===== config.mk =====
export PLATFORM = sky130hd
export DESIGN_NAME = issue_ctrl
export DESIGN_NICKNAME = d
export VERILOG_FILES = /design/src/rtl/issue_ctrl.sv
export SDC_FILE = /design/constraint.sdc
export NUM_CORES = 1
export LEC_CHECK = 0
export CORE_UTILIZATION = 50
export CTS_CLUSTER_DIAMETER = 60
export CTS_CLUSTER_SIZE = 16
export DETAILED_ROUTE_END_ITERATION = 10
export PLACE_DENSITY = 0.78
export SYNTH_ARGS = -nofsm -noshare
export SYNTH_HDL_FRONTEND = slang
export SYNTH_SLANG_ARGS = --single-unit

===== constraint.sdc =====
create_clock -name clk -period 10.4 [get_ports clk]
set_input_delay 3.12 -clock clk [delete_from_list [all_inputs] [get_ports clk]]
set_output_delay 3.12 -clock clk [all_outputs]
set_load 0.1 [all_outputs]

===== src/rtl/issue_ctrl.sv =====
// rtl/issue_ctrl.sv - dual-issue decode gate with load scoreboard and divider occupancy FSM
module issue_ctrl (
  input  logic       clk,
  input  logic       rst,
  input  logic       id_valid,
  input  logic [4:0] s0_rs_addr,
  input  logic [4:0] s0_rt_addr,
  input  logic [4:0] s1_rs_addr,
  input  logic [4:0] s1_rt_addr,
  input  logic       s0_rs_en,
  input  logic       s0_rt_en,
  input  logic       s1_rs_en,
  input  logic       s1_rt_en,
  input  logic       s0_wen,
  input  logic       s1_wen,
  input  logic [4:0] s0_waddr,
  input  logic [4:0] s1_waddr,
  input  logic       s0_is_load,
  input  logic       s1_is_load,
  input  logic       s0_is_div,
  input  logic       s1_is_div,
  input  logic       s0_hilo_rd,
  input  logic       s1_hilo_rd,
  input  logic       s1_valid,
  input  logic       mem_stall,
  input  logic       flush,
  output logic       issue0,
  output logic       issue1,
  output logic       div_busy
);

  typedef enum logic [1:0] {DIV_IDLE, DIV_BUSY, DIV_DONE} div_state_t;

  div_state_t  div_state;
  logic [4:0]  div_cnt;
  logic [1:0]  cd [32];
  logic [31:0] pend;
  logic        s0_haz, s1_haz, s1_raw, ld_set0, ld_set1;

  // cd[0] is never loaded, so pend[0] stays 0 and $0 never hazards
  always_comb begin
    pend = '0;
    for (int r = 0; r < 32; r++) pend[r] = (cd[r] != 2'd0);
  end

  assign s0_haz = (s0_rs_en & pend[s0_rs_addr]) | (s0_rt_en & pend[s0_rt_addr]);
  assign s1_haz = (s1_rs_en & pend[s1_rs_addr]) | (s1_rt_en & pend[s1_rt_addr]);
  assign s1_raw = s0_wen & (s0_waddr != 5'd0) &
                  ((s1_rs_en & (s1_rs_addr == s0_waddr)) | (s1_rt_en & (s1_rt_addr == s0_waddr)));

  assign issue0 = !rst & id_valid & !mem_stall & !flush & !s0_haz &
                  !(s0_is_div & div_busy) & !(s0_hilo_rd & div_busy);
  assign issue1 = issue0 & s1_valid & !s1_is_div & !s1_haz & !(s1_hilo_rd & div_busy) &
                  !s1_raw & !(s0_is_load & s1_is_load) & !(s0_is_div & s1_hilo_rd);

  assign ld_set0 = issue0 & s0_is_load & s0_wen & (s0_waddr != 5'd0);
  assign ld_set1 = issue1 & s1_is_load & s1_wen & (s1_waddr != 5'd0);

  always_ff @(posedge clk or posedge rst) begin
    if (rst) begin
      for (int r = 0; r < 32; r++) cd[r] <= 2'd0;
    end else if (flush) begin
      for (int r = 0; r < 32; r++) cd[r] <= 2'd0;
    end else begin
      for (int r = 0; r < 32; r++) begin
        if ((ld_set0 && s0_waddr == 5'(r)) || (ld_set1 && s1_waddr == 5'(r)))
          cd[r] <= 2'd2;
        else if (!mem_stall && cd[r] != 2'd0)
          cd[r] <= cd[r] - 2'd1;
      end
    end
  end

  // Divider runs off the pipeline clock only; mem_stall does not pause it
  always_ff @(posedge clk or posedge rst) begin
    if (rst) begin
      div_state <= DIV_IDLE;
      div_cnt   <= 5'd0;
      div_busy  <= 1'b0;
    end else if (flush) begin
      div_state <= DIV_IDLE;
      div_cnt   <= 5'd0;
      div_busy  <= 1'b0;
    end else begin
      case (div_state)
        DIV_IDLE: begin
          if (issue0 && s0_is_div) begin
            div_state <= DIV_BUSY;
            div_cnt   <= 5'd31;
            div_busy  <= 1'b1;
          end
        end
        DIV_BUSY: begin
          if (div_cnt == 5'd0) div_state <= DIV_DONE;
          else                 div_cnt   <= div_cnt - 5'd1;
          div_busy <= 1'b1;
        end
        DIV_DONE: begin
          div_state <= DIV_IDLE;
          div_busy  <= 1'b0;
        end
        default: begin
          div_state <= DIV_IDLE;
          div_busy  <= 1'b0;
        end
      endcase
    end
  end

endmodule


==> results.md, run 1 <==
* Gr ovfl total at 0
* Avg Inst Size Synth at roughly 8.7 µm²
* Worst Setup Path Type: input pin to output port
* Die Height at roughly 110 µm
* FFs w/ async S/R, synth at 100.0%
* Residual DRC at 0
* Layout cells sized above 1 at 9.639%
* YS warnings at 0
* Register bit total from synthesis at 72
* Post-route minimum period at 9.422 ns
* Dpl cell area at just under 0.007 mm²
* Core box area at around 0.012 mm²
* Final setup violation count at 0
* # fillers at roughly 1,000
* Crit path max fanout at 32
* Synth top area cells: dfrtp_1 29%, mux4_2 7.2%, ha_1 6.8%
* Initial core utilization at 51.56%
* Synth area leader: dfrtp_1
* Die X at ~110 µm
* EDFF count, synth at 0
* Pins Over Slew Limit at 0
* H-tree depth at 3
* Sequential share of the synthesized area at a little under 30%
* GR Util All Layers at roughly 30%
* Distinct cell type count after synthesis at 61
* Max Clock Freq at 106.1 MHz
* Worst Setup Slack, final at 0.9785 ns
* Post-synthesis cell area at about 0.0062 mm²
* Worst Hold Depth at 1
* Area grow syn2layout at 14.65%
* Die footprint at around 0.013 mm²
* Remaining antenna violation count at 0
* Leak at 2.744 nW
* Endpoint class of the critical path: output port
* P per Cell Area at ~150 mW/mm²
* Synth top area share at between 20 and 30%
* Capture point of the critical path: issue1
* Setup crit start kind: input pin
* RSZ-0062 raised after global routing: false
* Hold_buf cts at 0
* Setup TNS Final at 0 ns
* # nets final at 824
* TritonCTS clock tree: built
* Sink Count at 72
* R2R cell count at 10
* Final hold viol count at 0
* CTS resizes at 0
* Drt first-iter violations at between 600 and 700
* Status: finished clean
* Antenna diodes at 0
* Root Buffer: clkbuf_16
* Worst R2R End: div_cnt[4]
* Initial antenna violation count at 0
* Min-delay worst type: register to register
* Vias in the first global route at 5,995
* R2R Setup Slk at between 7 and 8 ns
* Post-route cell area at 0.007129 mm²
* Worst VDD drop at 0.06832 mV
* CTS max path bufs at 2
* TritonCTS Buffers at 9
* Largest net degree at the start of global routing at 73
* Post-synthesis cell count at roughly 720
* Slew HR at a little over a third
* Routability Congestion at 0.8911
* DR WL/cell at approximately 21 µm
* Crit path launch: s0_rt_addr[0]
* Dominant synthesized flop cell: dfrtp_1
* Most common cell after layout, fill and taps aside: nor2_1
* MaxCap Viol Count at 0
* Worst Skew at 0.007472 ns
* Tcrit/Tclk final at about nine tenths
* Worst Max-Slew Pin Slew at 0.9671 ns
* Row Count at 40
* CP arrival at 6.30 ns
* Vias at 6,006
* Ports at a little over 50
* Routed wire length at about 19,000 µm
* Net count after synthesis at around 800
* Worst Path Required at between 7 and 8 ns
* # port buffers at 50
* DR vias/cell at 6.564
* Commonest cells after routing, fill and taps aside: 86 x nor2_1, 74 x inv_1, 72 x dfrtp_1, 52 x nand2_1, 47 x clkdlybuf4s50_1
* Clock Latency Late Sink at ~0.35 ns
* DP Wirelength at between 10,000 and 15,000 µm
* First drt pass iteration count at 8
* Setup WS pre-CTS at between 1 and 1.5 ns
* Util after Layout at 59.11%
* First-pass GRT wire length at between 30,000 and 40,000 µm
* Power, Total at ~0.0010 W
* Setup Buffers After CTS at 0
* R2r startpoint: cd[6]
* Reg clk slew, reported paths at approximately 0.060 ns
[power by group]
group	internal (W)	switching (W)
clock network	0.000205	0.000126
registers	0.000313	0.0000163
logic	0.000169	0.000207
[through the flow]
stage	hold WS, ns	std cells
6_report	0.5268	915
5_1_grt	0.5672	915
4_1_cts	0.5192	915
3_5_place_dp	0.5081	899
3_3_place_gp	0.4929	899
2_1_floorplan	0.4518	717
[critical path: stages]
cell	delay, ns
clkdlybuf4s50_1	1.09
mux2i_1	0.18
a211oi_1	0.29
nand3_1	0.11
and4_1	0.23
or4b_4	0.73
nor2b_1	0.22
buf_4	0.32
[synth_stat cells (6+ instances only)]
library cell / number
a31oi_1: 17
a221oi_1: 7
nor3b_1: 8
clkbuf_1: 34
nand2_1: 52
a21oi_1: 17
nand4b_1: 7
xnor2_1: 33
nor2_1: 86
nor4_1: 8
nand4_1: 28
mux2i_1: 22
nand3b_1: 6
xor2_1: 8
and3_1: 11
nand3_1: 14
and4_1: 9
or2_2: 8
dfrtp_1: 72
and2_1: 9
ha_1: 34
nor2b_1: 10
o21ai_0: 29
inv_1: 75
a211oi_1: 16
mux4_2: 20
[final cells by class]
cell class	count	area, µm²	area share, %
multi-input combinational	524	3940	55.27
sequential	72	1802	25.27
tap	168	210.2	2.948
timing repair buffer	60	578.1	8.108
clock inverter	4	51.30	0.7196
inverter	75	281.5	3.949
clock buffer	12	266.5	3.738
[layer usage]
layer / global-route usage, % / up-vias / part of all wire [%]
met1: 38.91 / 2894 / 40
met4: 19.30 / 0 / 5.3
met2: 48.86 / 397 / 46
li1: - / 2628 / -
met5: 0 / - / 0
met3: 3.719 / 87 / 8.9
[cells by family (layout without fill, tap and decap cells)]
logic type               Yosys count  after routing  synth area share [%]
XOR/XNOR                          41             41                 5.775
adder cells (fa/ha/maj)           34             34                 6.841
flip-flops                        72             72                 28.97
AO/OA/AOI/OAI                    118            118                 13.06
multiplexers                      49             49                 12.78
buffers and inverters            121            151                 7.827
AND/OR/NAND/NOR                  282            282                 24.75
[state kept, by name, indices dropped and copies added, names as in the netlist]
name	cells
cd	64
div_cnt	5
div_state	2
div_busy	1
[worst min path at each step]
stage                 start  slack, ns        to
2_1_floorplan  div_state[1]       0.45  div_busy
3_3_place_gp   div_state[1]       0.49  div_busy
3_5_place_dp   div_state[1]       0.51  div_busy
4_1_cts        div_state[1]       0.52  div_busy
5_1_grt        div_state[1]       0.57  div_busy
6_report       div_state[1]       0.53  div_busy
Power figures use the tool's default switching activity.
==> run 2: changes to the inputs <==
--- a/config.mk
+++ b/config.mk
@@ -5,11 +5,11 @@
 export SDC_FILE = /design/constraint.sdc
 export NUM_CORES = 1
 export LEC_CHECK = 0
-export CORE_UTILIZATION = 50
+export CORE_UTILIZATION = 40
 export CTS_CLUSTER_DIAMETER = 60
 export CTS_CLUSTER_SIZE = 16
 export DETAILED_ROUTE_END_ITERATION = 10
-export PLACE_DENSITY = 0.78
+export PLACE_DENSITY = 0.67
 export SYNTH_ARGS = -nofsm -noshare
 export SYNTH_HDL_FRONTEND = slang
 export SYNTH_SLANG_ARGS = --single-unit
==> results.md, run 2 (synthesis gave the netlist of run 1 again) <==
* Die Height at about 130 µm
* Setup Buffers After CTS at 0
* Endpoint class of the critical path: output port
* # port buffers at 50
* P per Cell Area at around 150 mW/mm²
* Die footprint at ~0.016 mm²
* Antenna diodes at 0
* Commonest cells after routing, fill and taps aside: 86 x nor2_1, 74 x inv_1, 72 x dfrtp_1, 52 x nand2_1, 47 x clkdlybuf4s50_1
* Routed wire length at ~18,000 µm
* Crit path max fanout at 32
* Remaining antenna violation count at 0
* Worst Max-Slew Pin Slew at slightly below 1 ns
* Residual DRC at 0
* # fillers at around 1,400
* First drt pass iteration count at 5
* Root Buffer: clkbuf_16
* MaxCap Viol Count at 0
* Tcrit/Tclk final at 89.18%
* First-pass GRT wire length at roughly 28,000 µm
* RSZ-0062 raised after global routing: false
* Dpl cell area at between 0.006 and 0.007 mm²
* Slew HR at a little over a third
* Setup TNS Final at 0 ns
* Routability Congestion at 0.8966
* Post-route minimum period at around 9.3 ns
* TritonCTS clock tree: built
* Worst VDD drop at between 0.07 and 0.08 mV
* # nets final at ~830
* Post-route cell area at approximately 0.0072 mm²
* Worst Setup Path Type: input pin to output port
* Worst Skew at 0.008057 ns
* Worst Path Required at 7.28 ns
* Vias in the first global route at between 5,000 and 6,000
* Row Count at 45
* Max Clock Freq at 107.8 MHz
* Regs by FF count: cd (64), div_cnt (5), div_state (2)
* Drt first-iter violations at 457
* Layout cells sized above 1 at under 10%
* Initial core utilization at between 40% and 50%
* H-tree depth at 3
* DR WL/cell at around 19 µm
* Pins Over Slew Limit at 0
* CTS resizes at 0
* Final setup violation count at 0
* Min-delay worst type: register to register
* Initial antenna violation count at 0
* CTS max path bufs at 2
* Number of flip-flops under the largest register name at 64
* Largest net degree at the start of global routing at 73
* DP Wirelength at approximately 13,000 µm
* GR Util All Layers at between 20% and 30%
* Vias at around 5,500
* Ports at approximately 50
* Hold_buf cts at 0
* Final hold viol count at 0
* Sink Count at 72
* Reg clk slew, reported paths at approximately 0.06 ns
* DR vias/cell at ~5.9
* Gr ovfl total at 0
* Most common cell after layout, fill and taps aside: nor2_1
* Core box area at about 0.015 mm²
* Die X at between 100 and 150 µm
* Setup crit start kind: input pin
* Area grow syn2layout at 15.90%
* Clock Latency Late Sink at about 0.34 ns
* CP arrival at between 6 and 7 ns
* Biggest register: cd
* Status: finished clean
* Leak at 2.771 nW
* TritonCTS Buffers at 9
run 2: critical path: stages:
cell and delay, ns:
clkdlybuf4s50_1 1.06, mux2i_1 0.17, a211oi_1 0.25, nand3_1 0.10, and4_1 0.24, or4b_4 0.73
nor2b_1 0.17, buf_4 0.30
run 2: stage by stage:
step	power, W	cells	setup WS, ns	hold slack, ns	util [%]
after floorplan	0.0005958	717	1.002	0.4518	-
after global placement	0.0006926	921	1.156	0.4964	45.07
after CTS	0.001069	937	1.153	0.5123	47.41
final	0.001070	937	1.125	0.5180	47.41
after detailed placement	0.0006970	921	1.178	0.4993	45.07
after global routing	0.001126	937	0.9733	0.5630	47.41
run 2: layout make-up:
type / count / area, µm² / share of cell area (%)
inverters: 75 / 281.5 / 3.906
repair buffers: 62 / 593.1 / 8.229
clock inverters: 5 / 102.6 / 1.424
well taps: 188 / 235.2 / 3.264
multi-input cells: 524 / 3940 / 54.67
flip-flops and latches: 72 / 1802 / 25.00
clock buffers: 11 / 252.7 / 3.507
run 2: worst paths after layout:
kind | slack, ns | to | cells past startpoint | start
setup reg to reg | 7.05 | div_cnt[4] | 10 | cd[6]
hold / removal | 0.52 | div_busy | 1 | div_state[1]
min in group asynchronous | 3.43 | cd[50] | 3 | rst
max in group asynchronous | 6.32 | cd[26] | 3 | rst
setup / recovery | 1.13 | issue1 | 8 | s0_rt_addr[0]
hold reg to reg | 0.52 | div_busy | 1 | div_state[1]
run 2: metal layers:
metal | GRT usage [%] | wire length (µm) | vias up
met5 | 0 | 0 | -
met4 | 8.613 | 493 | 0
li1 | - | - | 2635
met2 | 35.59 | 7903 | 244
met1 | 30.96 | 7875 | 2636
met3 | 6.158 | 1625 | 30
run 2: power by group:
group          switching [W]  total, W  internal (W)
combinational       0.000202  0.000371      0.000169
clock               0.000124  0.000371      0.000247
sequential         0.0000147  0.000327      0.000313
total               0.000341   0.00107      0.000729
